===== config.mk =====
export PLATFORM = sky130hd
export DESIGN_NAME = hazard_stall_unit_flat
export DESIGN_NICKNAME = d
export VERILOG_FILES = /design/src/rtl/hazard_stall_unit_pkg.sv /design/src/rtl/hazard_stall_unit_if.sv /design/src/rtl/hazard_stall_unit_load_use_detect.sv /design/src/rtl/hazard_stall_unit.sv /design/src/flat_wrapper.sv
export SDC_FILE = /design/constraint.sdc
export NUM_CORES = 1
export LEC_CHECK = 0
export CORE_ASPECT_RATIO = 0.7
export CORE_UTILIZATION = 35
export DETAILED_ROUTE_END_ITERATION = 12
export PLACE_DENSITY_LB_ADDON = 0.12
export SETUP_SLACK_MARGIN = 0.02
export SLEW_MARGIN = 30
export SYNTH_ARGS = -nofsm -noshare
export SYNTH_HDL_FRONTEND = slang
export SYNTH_SLANG_ARGS = --single-unit

===== constraint.sdc =====
create_clock -name i_clk -period 2.8 [get_ports i_clk]
set_input_delay 0.42 -clock i_clk [delete_from_list [all_inputs] [get_ports i_clk]]
set_output_delay 0.42 -clock i_clk [all_outputs]
set_load 0.03 [all_outputs]

===== src/rtl/hazard_stall_unit_pkg.sv =====
// Shared types for the hazard/stall unit: FSM state encoding, pipeline
// control bundle and helpers that build the standard control patterns.
package hazard_stall_unit_pkg;

    typedef enum logic [1:0] {
        ST_RUN      = 2'd0,
        ST_MEM_WAIT = 2'd1,
        ST_ERROR    = 2'd2
    } state_e;

    // Canonical bubble instruction (addi x0, x0, 0) loaded by flushes.
    localparam logic [31:0] NOP_INSTR  = 32'h0000_0013;
    localparam int          REG_ADDR_W = 5;

    typedef struct packed {
        logic pc_stall;
        logic ifid_stall;
        logic ifid_flush;
        logic idex_flush;
        logic idex_stall;
        logic exmem_stall;
        logic memwb_bubble;
    } ctrl_t;

    localparam ctrl_t CTRL_IDLE = '0;

    // Whole front end held while memory is busy; MEM/WB gets a bubble so
    // the stalled access is not retired twice.
    function automatic ctrl_t ctrl_freeze();
        ctrl_t c;
        c              = CTRL_IDLE;
        c.pc_stall     = 1'b1;
        c.ifid_stall   = 1'b1;
        c.idex_stall   = 1'b1;
        c.exmem_stall  = 1'b1;
        c.memwb_bubble = 1'b1;
        return c;
    endfunction

    // Wrong-path instructions in IF/ID and ID/EX are squashed; PC keeps
    // moving so the redirect target is fetched next.
    function automatic ctrl_t ctrl_redirect();
        ctrl_t c;
        c            = CTRL_IDLE;
        c.ifid_flush = 1'b1;
        c.idex_flush = 1'b1;
        return c;
    endfunction

    // One-cycle load-use bubble: hold the consumer in ID, insert a NOP into EX.
    function automatic ctrl_t ctrl_load_use();
        ctrl_t c;
        c            = CTRL_IDLE;
        c.pc_stall   = 1'b1;
        c.ifid_stall = 1'b1;
        c.idex_flush = 1'b1;
        return c;
    endfunction

endpackage


===== src/rtl/hazard_stall_unit_if.sv =====
// Pipeline-facing bundle of the hazard/stall unit. The pipeline (master)
// supplies the hazard observations; the unit (slave) returns controls.
interface hazard_stall_unit_if #(
    parameter int CNT_W = 32
);
    logic [4:0]       i_ifid_rs1;
    logic [4:0]       i_ifid_rs2;
    logic             i_ifid_uses_rs1;
    logic             i_ifid_uses_rs2;
    logic [4:0]       i_idex_rd;
    logic             i_idex_memRead;
    logic             i_ex_redirect;
    logic             i_dmem_req;
    logic             i_dmem_ready;

    logic             o_pc_stall;
    logic             o_ifid_stall;
    logic             o_ifid_flush;
    logic             o_idex_flush;
    logic             o_idex_stall;
    logic             o_exmem_stall;
    logic             o_memwb_bubble;
    logic             o_mem_timeout;
    logic [CNT_W-1:0] o_stall_cycles;

    modport master (
        output i_ifid_rs1, i_ifid_rs2, i_ifid_uses_rs1, i_ifid_uses_rs2,
               i_idex_rd, i_idex_memRead, i_ex_redirect, i_dmem_req, i_dmem_ready,
        input  o_pc_stall, o_ifid_stall, o_ifid_flush, o_idex_flush, o_idex_stall,
               o_exmem_stall, o_memwb_bubble, o_mem_timeout, o_stall_cycles
    );

    modport slave (
        input  i_ifid_rs1, i_ifid_rs2, i_ifid_uses_rs1, i_ifid_uses_rs2,
               i_idex_rd, i_idex_memRead, i_ex_redirect, i_dmem_req, i_dmem_ready,
        output o_pc_stall, o_ifid_stall, o_ifid_flush, o_idex_flush, o_idex_stall,
               o_exmem_stall, o_memwb_bubble, o_mem_timeout, o_stall_cycles
    );

endinterface


===== src/rtl/hazard_stall_unit_load_use_detect.sv =====
// Combinational load-use detector: the instruction in ID reads a register
// that the load currently in EX has not yet fetched from memory.
module load_use_detect
    import hazard_stall_unit_pkg::*;
(
    input  logic [REG_ADDR_W-1:0] i_ifid_rs1,
    input  logic [REG_ADDR_W-1:0] i_ifid_rs2,
    input  logic                  i_ifid_uses_rs1,
    input  logic                  i_ifid_uses_rs2,
    input  logic [REG_ADDR_W-1:0] i_idex_rd,
    input  logic                  i_idex_memRead,
    output logic                  o_lu
);

    logic [REG_ADDR_W-1:0] src_addr [2];
    logic                  src_used [2];
    logic [1:0]            src_hit;

    assign src_addr[0] = i_ifid_rs1;
    assign src_addr[1] = i_ifid_rs2;
    assign src_used[0] = i_ifid_uses_rs1;
    assign src_used[1] = i_ifid_uses_rs2;

    // A source only counts when the ID instruction really reads it; the
    // register field of an unused operand may hold immediate bits.
    for (genvar gi = 0; gi < 2; gi++) begin : g_src
        assign src_hit[gi] = src_used[gi] && (src_addr[gi] == i_idex_rd);
    end

    // x0 is hard-wired to zero, so a load targeting it never creates a hazard.
    assign o_lu = i_idex_memRead && (i_idex_rd != '0) && (|src_hit);

endmodule


===== src/rtl/hazard_stall_unit.sv =====
// Stall/flush/bubble generator for hazards that forwarding cannot cover:
// load-use, EX redirects and multi-cycle data-memory accesses. A small FSM
// tracks memory waits with a timeout watchdog; a saturating counter records
// the number of cycles the PC was held.
module hazard_stall_unit
    import hazard_stall_unit_pkg::*;
#(
    parameter int MEM_TIMEOUT = 255,
    parameter int TO_W        = 8,
    parameter int CNT_W       = 32
) (
    input  logic               i_clk,
    input  logic               i_rst_n,
    hazard_stall_unit_if.slave bus
);

    localparam logic [TO_W-1:0] TIMEOUT_VAL = TO_W'(MEM_TIMEOUT);
    localparam logic [TO_W-1:0] WAIT_FIRST  = TO_W'(1);

    state_e            state_q, state_d;
    logic [TO_W-1:0]   wait_cnt_q, wait_cnt_d;
    logic [TO_W-1:0]   wait_cnt_inc;
    logic              timeout_q;
    logic [CNT_W-1:0]  stall_cnt_q;
    logic              lu;
    logic              mem_busy;
    ctrl_t             ctrl_raw;
    ctrl_t             ctrl;

    load_use_detect u_lu (
        .i_ifid_rs1      (bus.i_ifid_rs1),
        .i_ifid_rs2      (bus.i_ifid_rs2),
        .i_ifid_uses_rs1 (bus.i_ifid_uses_rs1),
        .i_ifid_uses_rs2 (bus.i_ifid_uses_rs2),
        .i_idex_rd       (bus.i_idex_rd),
        .i_idex_memRead  (bus.i_idex_memRead),
        .o_lu            (lu)
    );

    assign mem_busy     = bus.i_dmem_req && !bus.i_dmem_ready;
    assign wait_cnt_inc = wait_cnt_q + WAIT_FIRST;

    // Next-state and control decode; the memory wait dominates everything
    // because the whole pipeline must freeze behind the stalled access.
    always_comb begin
        state_d    = state_q;
        wait_cnt_d = wait_cnt_q;
        ctrl_raw   = CTRL_IDLE;
        unique case (state_q)
            ST_RUN: begin
                if (mem_busy) begin
                    ctrl_raw   = ctrl_freeze();
                    wait_cnt_d = WAIT_FIRST;
                    state_d    = (WAIT_FIRST == TIMEOUT_VAL) ? ST_ERROR : ST_MEM_WAIT;
                end else if (bus.i_ex_redirect) begin
                    // ID holds a wrong-path instruction, so any load-use on it is moot.
                    ctrl_raw = ctrl_redirect();
                end else if (lu) begin
                    ctrl_raw = ctrl_load_use();
                end
            end
            ST_MEM_WAIT: begin
                // EX is frozen, so redirect/load-use inputs remain valid and
                // are handled once the access completes.
                ctrl_raw = ctrl_freeze();
                if (bus.i_dmem_ready) begin
                    state_d    = ST_RUN;
                    wait_cnt_d = '0;
                end else begin
                    wait_cnt_d = wait_cnt_inc;
                    if (wait_cnt_inc == TIMEOUT_VAL) begin
                        state_d = ST_ERROR;
                    end
                end
            end
            ST_ERROR: begin
                ctrl_raw = ctrl_freeze();
            end
            default: begin
                state_d    = ST_RUN;
                wait_cnt_d = '0;
            end
        endcase
    end

    // Controls are forced inactive while reset is held.
    assign ctrl = i_rst_n ? ctrl_raw : CTRL_IDLE;

    // FSM state and wait-cycle counter.
    always_ff @(posedge i_clk) begin
        if (!i_rst_n) begin
            state_q    <= ST_RUN;
            wait_cnt_q <= '0;
        end else begin
            state_q    <= state_d;
            wait_cnt_q <= wait_cnt_d;
        end
    end

    // Sticky watchdog flag: once the memory has hung only reset clears it.
    always_ff @(posedge i_clk) begin
        if (!i_rst_n) begin
            timeout_q <= 1'b0;
        end else if (state_d == ST_ERROR) begin
            timeout_q <= 1'b1;
        end
    end

    // Saturating count of PC-stall cycles for performance monitoring.
    always_ff @(posedge i_clk) begin
        if (!i_rst_n) begin
            stall_cnt_q <= '0;
        end else if (ctrl.pc_stall && (stall_cnt_q != {CNT_W{1'b1}})) begin
            stall_cnt_q <= stall_cnt_q + CNT_W'(1);
        end
    end

    assign bus.o_pc_stall     = ctrl.pc_stall;
    assign bus.o_ifid_stall   = ctrl.ifid_stall;
    assign bus.o_ifid_flush   = ctrl.ifid_flush;
    assign bus.o_idex_flush   = ctrl.idex_flush;
    assign bus.o_idex_stall   = ctrl.idex_stall;
    assign bus.o_exmem_stall  = ctrl.exmem_stall;
    assign bus.o_memwb_bubble = ctrl.memwb_bubble;
    assign bus.o_mem_timeout  = i_rst_n && timeout_q;
    assign bus.o_stall_cycles = stall_cnt_q;

endmodule


===== src/flat_wrapper.sv =====
// flat-port wrapper written by rule: the top's interface ports become plain ports
module hazard_stall_unit_flat import hazard_stall_unit_pkg::*;
#(
    parameter int MEM_TIMEOUT = 255,
    parameter int TO_W        = 8,
    parameter int CNT_W       = 32
)
  (i_clk, i_rst_n, bus_i_ifid_rs1, bus_i_ifid_rs2, bus_i_ifid_uses_rs1, bus_i_ifid_uses_rs2, bus_i_idex_rd, bus_i_idex_memRead, bus_i_ex_redirect, bus_i_dmem_req, bus_i_dmem_ready, bus_o_pc_stall, bus_o_ifid_stall, bus_o_ifid_flush, bus_o_idex_flush, bus_o_idex_stall, bus_o_exmem_stall, bus_o_memwb_bubble, bus_o_mem_timeout, bus_o_stall_cycles);
  hazard_stall_unit_if #(.CNT_W(CNT_W)) bus_i ();
  input  logic i_clk;
  input  logic i_rst_n;
  input wire logic [$bits(bus_i.i_ifid_rs1)-1:0] bus_i_ifid_rs1;
  input wire logic [$bits(bus_i.i_ifid_rs2)-1:0] bus_i_ifid_rs2;
  input wire logic [$bits(bus_i.i_ifid_uses_rs1)-1:0] bus_i_ifid_uses_rs1;
  input wire logic [$bits(bus_i.i_ifid_uses_rs2)-1:0] bus_i_ifid_uses_rs2;
  input wire logic [$bits(bus_i.i_idex_rd)-1:0] bus_i_idex_rd;
  input wire logic [$bits(bus_i.i_idex_memRead)-1:0] bus_i_idex_memRead;
  input wire logic [$bits(bus_i.i_ex_redirect)-1:0] bus_i_ex_redirect;
  input wire logic [$bits(bus_i.i_dmem_req)-1:0] bus_i_dmem_req;
  input wire logic [$bits(bus_i.i_dmem_ready)-1:0] bus_i_dmem_ready;
  output wire logic [$bits(bus_i.o_pc_stall)-1:0] bus_o_pc_stall;
  output wire logic [$bits(bus_i.o_ifid_stall)-1:0] bus_o_ifid_stall;
  output wire logic [$bits(bus_i.o_ifid_flush)-1:0] bus_o_ifid_flush;
  output wire logic [$bits(bus_i.o_idex_flush)-1:0] bus_o_idex_flush;
  output wire logic [$bits(bus_i.o_idex_stall)-1:0] bus_o_idex_stall;
  output wire logic [$bits(bus_i.o_exmem_stall)-1:0] bus_o_exmem_stall;
  output wire logic [$bits(bus_i.o_memwb_bubble)-1:0] bus_o_memwb_bubble;
  output wire logic [$bits(bus_i.o_mem_timeout)-1:0] bus_o_mem_timeout;
  output wire logic [$bits(bus_i.o_stall_cycles)-1:0] bus_o_stall_cycles;
  assign bus_i.i_ifid_rs1 = bus_i_ifid_rs1;
  assign bus_i.i_ifid_rs2 = bus_i_ifid_rs2;
  assign bus_i.i_ifid_uses_rs1 = bus_i_ifid_uses_rs1;
  assign bus_i.i_ifid_uses_rs2 = bus_i_ifid_uses_rs2;
  assign bus_i.i_idex_rd = bus_i_idex_rd;
  assign bus_i.i_idex_memRead = bus_i_idex_memRead;
  assign bus_i.i_ex_redirect = bus_i_ex_redirect;
  assign bus_i.i_dmem_req = bus_i_dmem_req;
  assign bus_i.i_dmem_ready = bus_i_dmem_ready;
  assign bus_o_pc_stall = bus_i.o_pc_stall;
  assign bus_o_ifid_stall = bus_i.o_ifid_stall;
  assign bus_o_ifid_flush = bus_i.o_ifid_flush;
  assign bus_o_idex_flush = bus_i.o_idex_flush;
  assign bus_o_idex_stall = bus_i.o_idex_stall;
  assign bus_o_exmem_stall = bus_i.o_exmem_stall;
  assign bus_o_memwb_bubble = bus_i.o_memwb_bubble;
  assign bus_o_mem_timeout = bus_i.o_mem_timeout;
  assign bus_o_stall_cycles = bus_i.o_stall_cycles;
  hazard_stall_unit #(.MEM_TIMEOUT(MEM_TIMEOUT), .TO_W(TO_W), .CNT_W(CNT_W)) u_core (.i_clk(i_clk), .i_rst_n(i_rst_n), .bus(bus_i));
endmodule

Word-level counts from Yosys, hierarchy flattened
Cells that the tools add are included.
{"block": "classes", "addsub": 2, "n_eq_ne": 8, "n_mux": 12, "bitwise": 1, "n_reduce_logical": 13}
{"op": "$add A32 B1 Y32 const B", "count": 1}
{"op": "$ne A32 B32 Y1 const B", "count": 1}
{"op": "$mux W7", "count": 4}
{"op": "$pmux W8 S3", "count": 1}
{"op": "$mux W8", "count": 2}
{"op": "$pmux W7 S2", "count": 1}
{"op": "$eq A5 B5 Y1", "count": 2}
{"op": "$add A8 B1 Y8 const B", "count": 1}
{"op": "$eq A8 B8 Y1 const B", "count": 1}
{"op": "$logic_and A1 B1 Y1", "count": 7}
{"op": "$mux W2", "count": 3}
{"op": "$pmux W2 S3", "count": 1}
{"op": "$reduce_bool A5 Y1", "count": 1}
{"op": "$eq A2 B2 Y1 const B", "count": 2}
{"op": "$reduce_or A2 Y1", "count": 2}
{"op": "$eq A2 B1 Y1 const B", "count": 1}
{"op": "$logic_not A2 Y1", "count": 1}
{"op": "$ne A2 B1 Y1 const B", "count": 1}
{"op": "$reduce_and A2 Y1", "count": 1}
{"op": "$logic_not A1 Y1", "count": 1}
{"op": "$not A1 Y1", "count": 1}
{"block": "word_totals", "register_bits": 43, "inputBits": 23, "output_inout_bits": 40, "wordCells": 40}

Longest topological paths before layout
{"block": "logic_depth", "depth_word": 10, "mapped_depth": 11, "mapped_depth_nobuf": 9}

Modules after synthesis
Synthesis repeated with hierarchy kept, for this count alone.
{"block": "hier_totals", "cells_unflattened": 324, "hier_area_um2": 2652.5}
{"mod": "hazard_stall_unit", "instances": 1, "cells_per_inst": 307, "area_per_inst_um2": 2518.7}
{"mod": "load_use_detect", "instances": 1, "cells_per_inst": 17, "area_per_inst_um2": 133.9}

Least setup slack after synthesis
Ideal clock, no wire load.
{"block": "synth_timing", "path_kind": "reg2reg", "startpoint": "reg u_core.stall_cnt_q[2] (netlist: u_core.bus.o_stall_cycles[2])", "endpoint": "reg u_core.stall_cnt_q[31] (netlist: u_core.bus.o_stall_cycles[31])", "setup_time_ns": 0.070, "arrival_ns": 2.367, "slack_ns": 0.363, "path_stages_with_launch": 8, "path_cell_list": "dfxtp_1 -> clkbuf_2 -> nand3_1 -> or2_2 -> or3_4 -> or3_1 -> or3_1 -> a21oi_1"}
{"block": "synth_via", "elab_chain_cells": 2, "elab_cells_between_ends": 3, "cone_classes": "add/sub: 1; eq/ne: 1; reduce/logical: 1"}
{"element": "start: declaration", "line": "hazard_stall_unit.sv:24", "text": "logic [CNT_W-1:0] stall_cnt_q;"}
{"element": "start signal: assignment", "line": "hazard_stall_unit.sv:114", "text": "stall_cnt_q <= stall_cnt_q + CNT_W'(1);"}
{"element": "branches (longest 2 deep; another with $add A32 B1 Y32)"}
Parallel ways; which one is timed is not known.
A chain may end at the register's enable or synchronous reset.

Worst setup path in the final report
{"block": "layout_timing", "startpoint": "in bus_i_idex_rd[1]", "endpoint": "out bus_o_ifid_stall"}
{"block": "layout_via", "elab_chain_cells": 9, "elab_cells_between_ends": 13, "cone_classes": "eq/ne: 2; mux: 5; reduce/logical: 6"}
{"element": "start: declaration", "line": "flat_wrapper.sv:16", "text": "input wire logic [$bits(bus_i.i_idex_rd)-1:0] bus_i_idex_rd;"}
{"element": "$eq A5 B5 Y1", "line": "hazard_stall_unit_load_use_detect.sv:27", "text": "assign src_hit[gi] = src_used[gi] && (src_addr[gi] == i_idex_rd);"}
{"element": "$logic_and A1 B1 Y1", "line": "hazard_stall_unit_load_use_detect.sv:27"}
{"element": "$reduce_or A2 Y1", "line": "hazard_stall_unit_load_use_detect.sv:31", "text": "assign o_lu = i_idex_memRead && (i_idex_rd != '0) && (|src_hit);"}
{"element": "$logic_and A1 B1 Y1 *", "line": "hazard_stall_unit_load_use_detect.sv:31"}
{"element": "$mux W7 *", "line": "hazard_stall_unit.sv:58", "text": "end else if (lu) begin"}
{"element": "$mux W7 *", "line": "hazard_stall_unit.sv:55", "text": "end else if (bus.i_ex_redirect) begin"}
{"element": "$mux W7 *", "line": "hazard_stall_unit.sv:51", "text": "if (mem_busy) begin"}
{"element": "$pmux W7 S2 *", "line": "hazard_stall_unit.sv:49", "text": "unique case (state_q)"}
{"element": "$mux W7 *", "line": "hazard_stall_unit.sv:87", "text": "assign ctrl = i_rst_n ? ctrl_raw : CTRL_IDLE;"}
{"element": "end: declaration", "line": "flat_wrapper.sv:22", "text": "output wire logic [$bits(bus_i.o_ifid_stall)-1:0] bus_o_ifid_stall;"}
Every way passes the cells marked *; elsewhere a longest branch is shown, timed or not.

==> impl_metrics.yaml <==
hold_path:
  worstHoldPathType: "flop to flop"
  hold_depth: 2
  hp-start: "u_core.bus.o_stall_cycles[22]$_SDFFE_PN0P_"
  whs_endpoint: "u_core.bus.o_stall_cycles[22]$_SDFFE_PN0P_"
route:
  first_pass_iters: 4
  viasPerCell: 5.08
  wl_per_cell_um: 13.4
  wirelength_um: 6230
  antenna_left: 0
  vias: 2355
  drc: 0
  drtIter0Drc: 123
worst_setup_path:
  cp_data_required_time_ns: 2.38
  rr_endpoint: "u_core.bus.o_stall_cycles[26]$_SDFFE_PN0P_"
  critPathKind: "primary input to output port"
  arrival_ns: 2.28
  worstReg2RegStart: "u_core.bus.o_stall_cycles[4]$_SDFFE_PN0P_"
  r2r_cells: 5
  crit_fanout: 5
  r2r_slack_ns: 0.43
  end_kind: "output port"
  startpoint_type: "primary input"
timing:
  slew_headroom: 0.662
  tightest_slew_ns: 0.503
  max_freq_mhz: 371
  finalSetupViolCount: 0
  drv_slew: 0
  period_minus_slack_ns: 2.70
  period_share: 0.964
  worst_clock_skew_ns: 0.00759
  tns_ns: 0
  hold_violations: 0
  setup_slack_ns: 0.102
  grt_setup_unrepaired: "no"
yosys:
  yosysMostFrequentCell: "dfxtp_1"
  post_synth.cell_area_avg_um2: 8.08
  netlist-cell-type-count: 42
  ys.warnings.count: 0
  synth-seq-area-share: 0.350
  yosysTopAreaCell: "dfxtp_1"
  synth_cells: 304
  synth_edf_count: 0
  ys_top_cells_by_area: "dfxtp_1, a21oi_1, o31ai_1, xnor2_1, nand2_1"
  synth_top_area_share: 0.350
  synthFlopType: "dfxtp_1"
  synth_commonest_cells: "dfxtp_1, nand2_1, a21oi_1"
  ys_seq_elements: 43
  syn_area_um2: 2460
  ys_async_sr_fraction: 0
  syn_nets: 334
clock_network:
  clk_pin_slew_worst_paths_ns: 0.08
  cts_made_buffers: 5
  clk_latency_ns: 0.29
  cts_tree: "yes"
  htree_num_levels: 2
  cts_root_buf: "clkbuf_8"
  cts_sinks: 43
  postCtsSetupRepairBufs: 0
  clk_path_buf_depth: 2
global_routing:
  grt.overflow.total: 0
  grt_max_degree: 45
  grt_pass1_wl_um: 10000
  grt_pass1_vias: 2094
  grt_usage: 0.174
  antenna_found_initial: 0
power:
  power_density_nw_per_um2: 367
  seqPwrFrac: 0.513
  p_int_uw: 913
  pwr-share-clk: 0.358
  vdd_drop_max_uv: 177
  power_frac_comb: 0.129
  p_sw_uw: 293
  power.leakage_uw: 0.00108
  sw_frac_of_total: 0.243
cells_and_area:
  drive_gt1_frac: 0.0838
  fin_nets: 399
  syn_to_final_growth_pct: 33.8
  antenna_cells: 0
  seqCellArea_um2: 861
  fillCellCount: 681
  multiInputGateArea_um2: 1470
floorplan:
  pin_count: 63
  initial_utilization: 0.364
  dieHeight_um: 72.1
  die_w_um: 102
  core-area_um2: 6760
  rows: 25
  dieArea_um2: 7370
placement:
  port_buffers: 62
  dp_hpwl_um: 4570
  routabilityCongestion: 0.779
  preCtsSetupSlack_ns: 0.0897
outcome:
  outcome: "finished, final reports clean"
flow_run:
  maxCapViolCount: 0
==> worst max-delay path, stage by stage <==
cell and delay (ns):
clkdlybuf4s50_1 0.46, or4_1 0.53, o21a_1 0.20, a41o_1 0.29
and2_1 0.19, buf_4 0.18
==> flip-flops by register name (all words and copies together) (netlist names) <==
register                   count
u_core.state_q                 2
u_core.bus.o_stall_cycles     32
u_core.timeout_q               1
u_core.wait_cnt_q              8
==> kinds of logic after synthesis <==
logic type | Yosys count | share of synthesized area
and+or+nand+nor | 135 | 0.298
AOI/OAI and AO/OA | 66 | 0.165
DFF | 43 | 0.350
buffers and inverters | 27 | 0.0530
xor gates and xnor gates | 16 | 0.0570
muxes | 10 | 0.0407
adders and majority gates | 7 | 0.0356
==> through the flow <==
step	std cells	power [µW]	instance area [µm²]	hold slack [ns]	util
CTS	464	1230	3290	0.499	0.487
global placement	456	788	3190	0.476	0.472
global route	464	1270	3290	0.529	0.487
floorplan	304	719	2460	0.492	-
finish	464	1210	3290	0.493	0.487
detailed placement	456	788	3190	0.487	0.472
==> what timing repair did <==
action,4_1_cts,5_1_grt
resized for setup,0,1
setup endpoints to repair,0,2
hold buffers,0,0
==> layout make-up <==
class                           instances  share of cell area
Clock buffer                            8              0.0304
Inverter                               12              0.0137
Multi-Input combinational cell        234               0.446
Sequential cell                        43               0.262
Tap cell                               94              0.0358
Timing Repair Buffer                   73               0.212
==> how the worst max path moves through the flow <==
stage                                                    from                                         end  slack (ns)  depth (start not counted)
finish                                       bus_i_idex_rd[1]                            bus_o_ifid_stall        0.10                          6
global route                                 bus_i_idex_rd[1]                              bus_o_pc_stall        0.03                          6
CTS                                          bus_i_idex_rd[1]                            bus_o_ifid_stall        0.09                          6
detailed placement                           bus_i_idex_rd[1]                            bus_o_ifid_stall        0.09                          6
global placement                             bus_i_idex_rd[1]                            bus_o_ifid_stall        0.12                          6
floorplan           u_core.bus.o_stall_cycles[2]$_SDFFE_PN0P_  u_core.bus.o_stall_cycles[31]$_SDFFE_PN0P_        0.36                          7
==> cell usage in the layout (no fill, tap or decap), drive strengths merged, types with 13 or more instances in the layout <==
master	count
a21oi	28
o31ai	16
dfxtp	43
clkdlybuf4s50	55
or4	15
nor2	21
nand2	30
nand3	16
buf	18
xnor2	13
==> power by group through the flow <==
stage                     Clock (µW)  Sequential, µW  Combinational (µW)
after floorplan                    0             633                85.7
after global placement             0             633                 155
after detailed placement           0             633                 156
after CTS                        451             618                 156
after global routing             477             619                 170
final                            432             618                 155
==> per-layer routing <==
layer  global-route usage  part of all wire
met1                0.264              0.54
met2                0.250              0.41
met3               0.0385             0.044
met4               0.0333            0.0061
met5                    0                 0
Note: power is estimated with default switching activity, not from simulation.
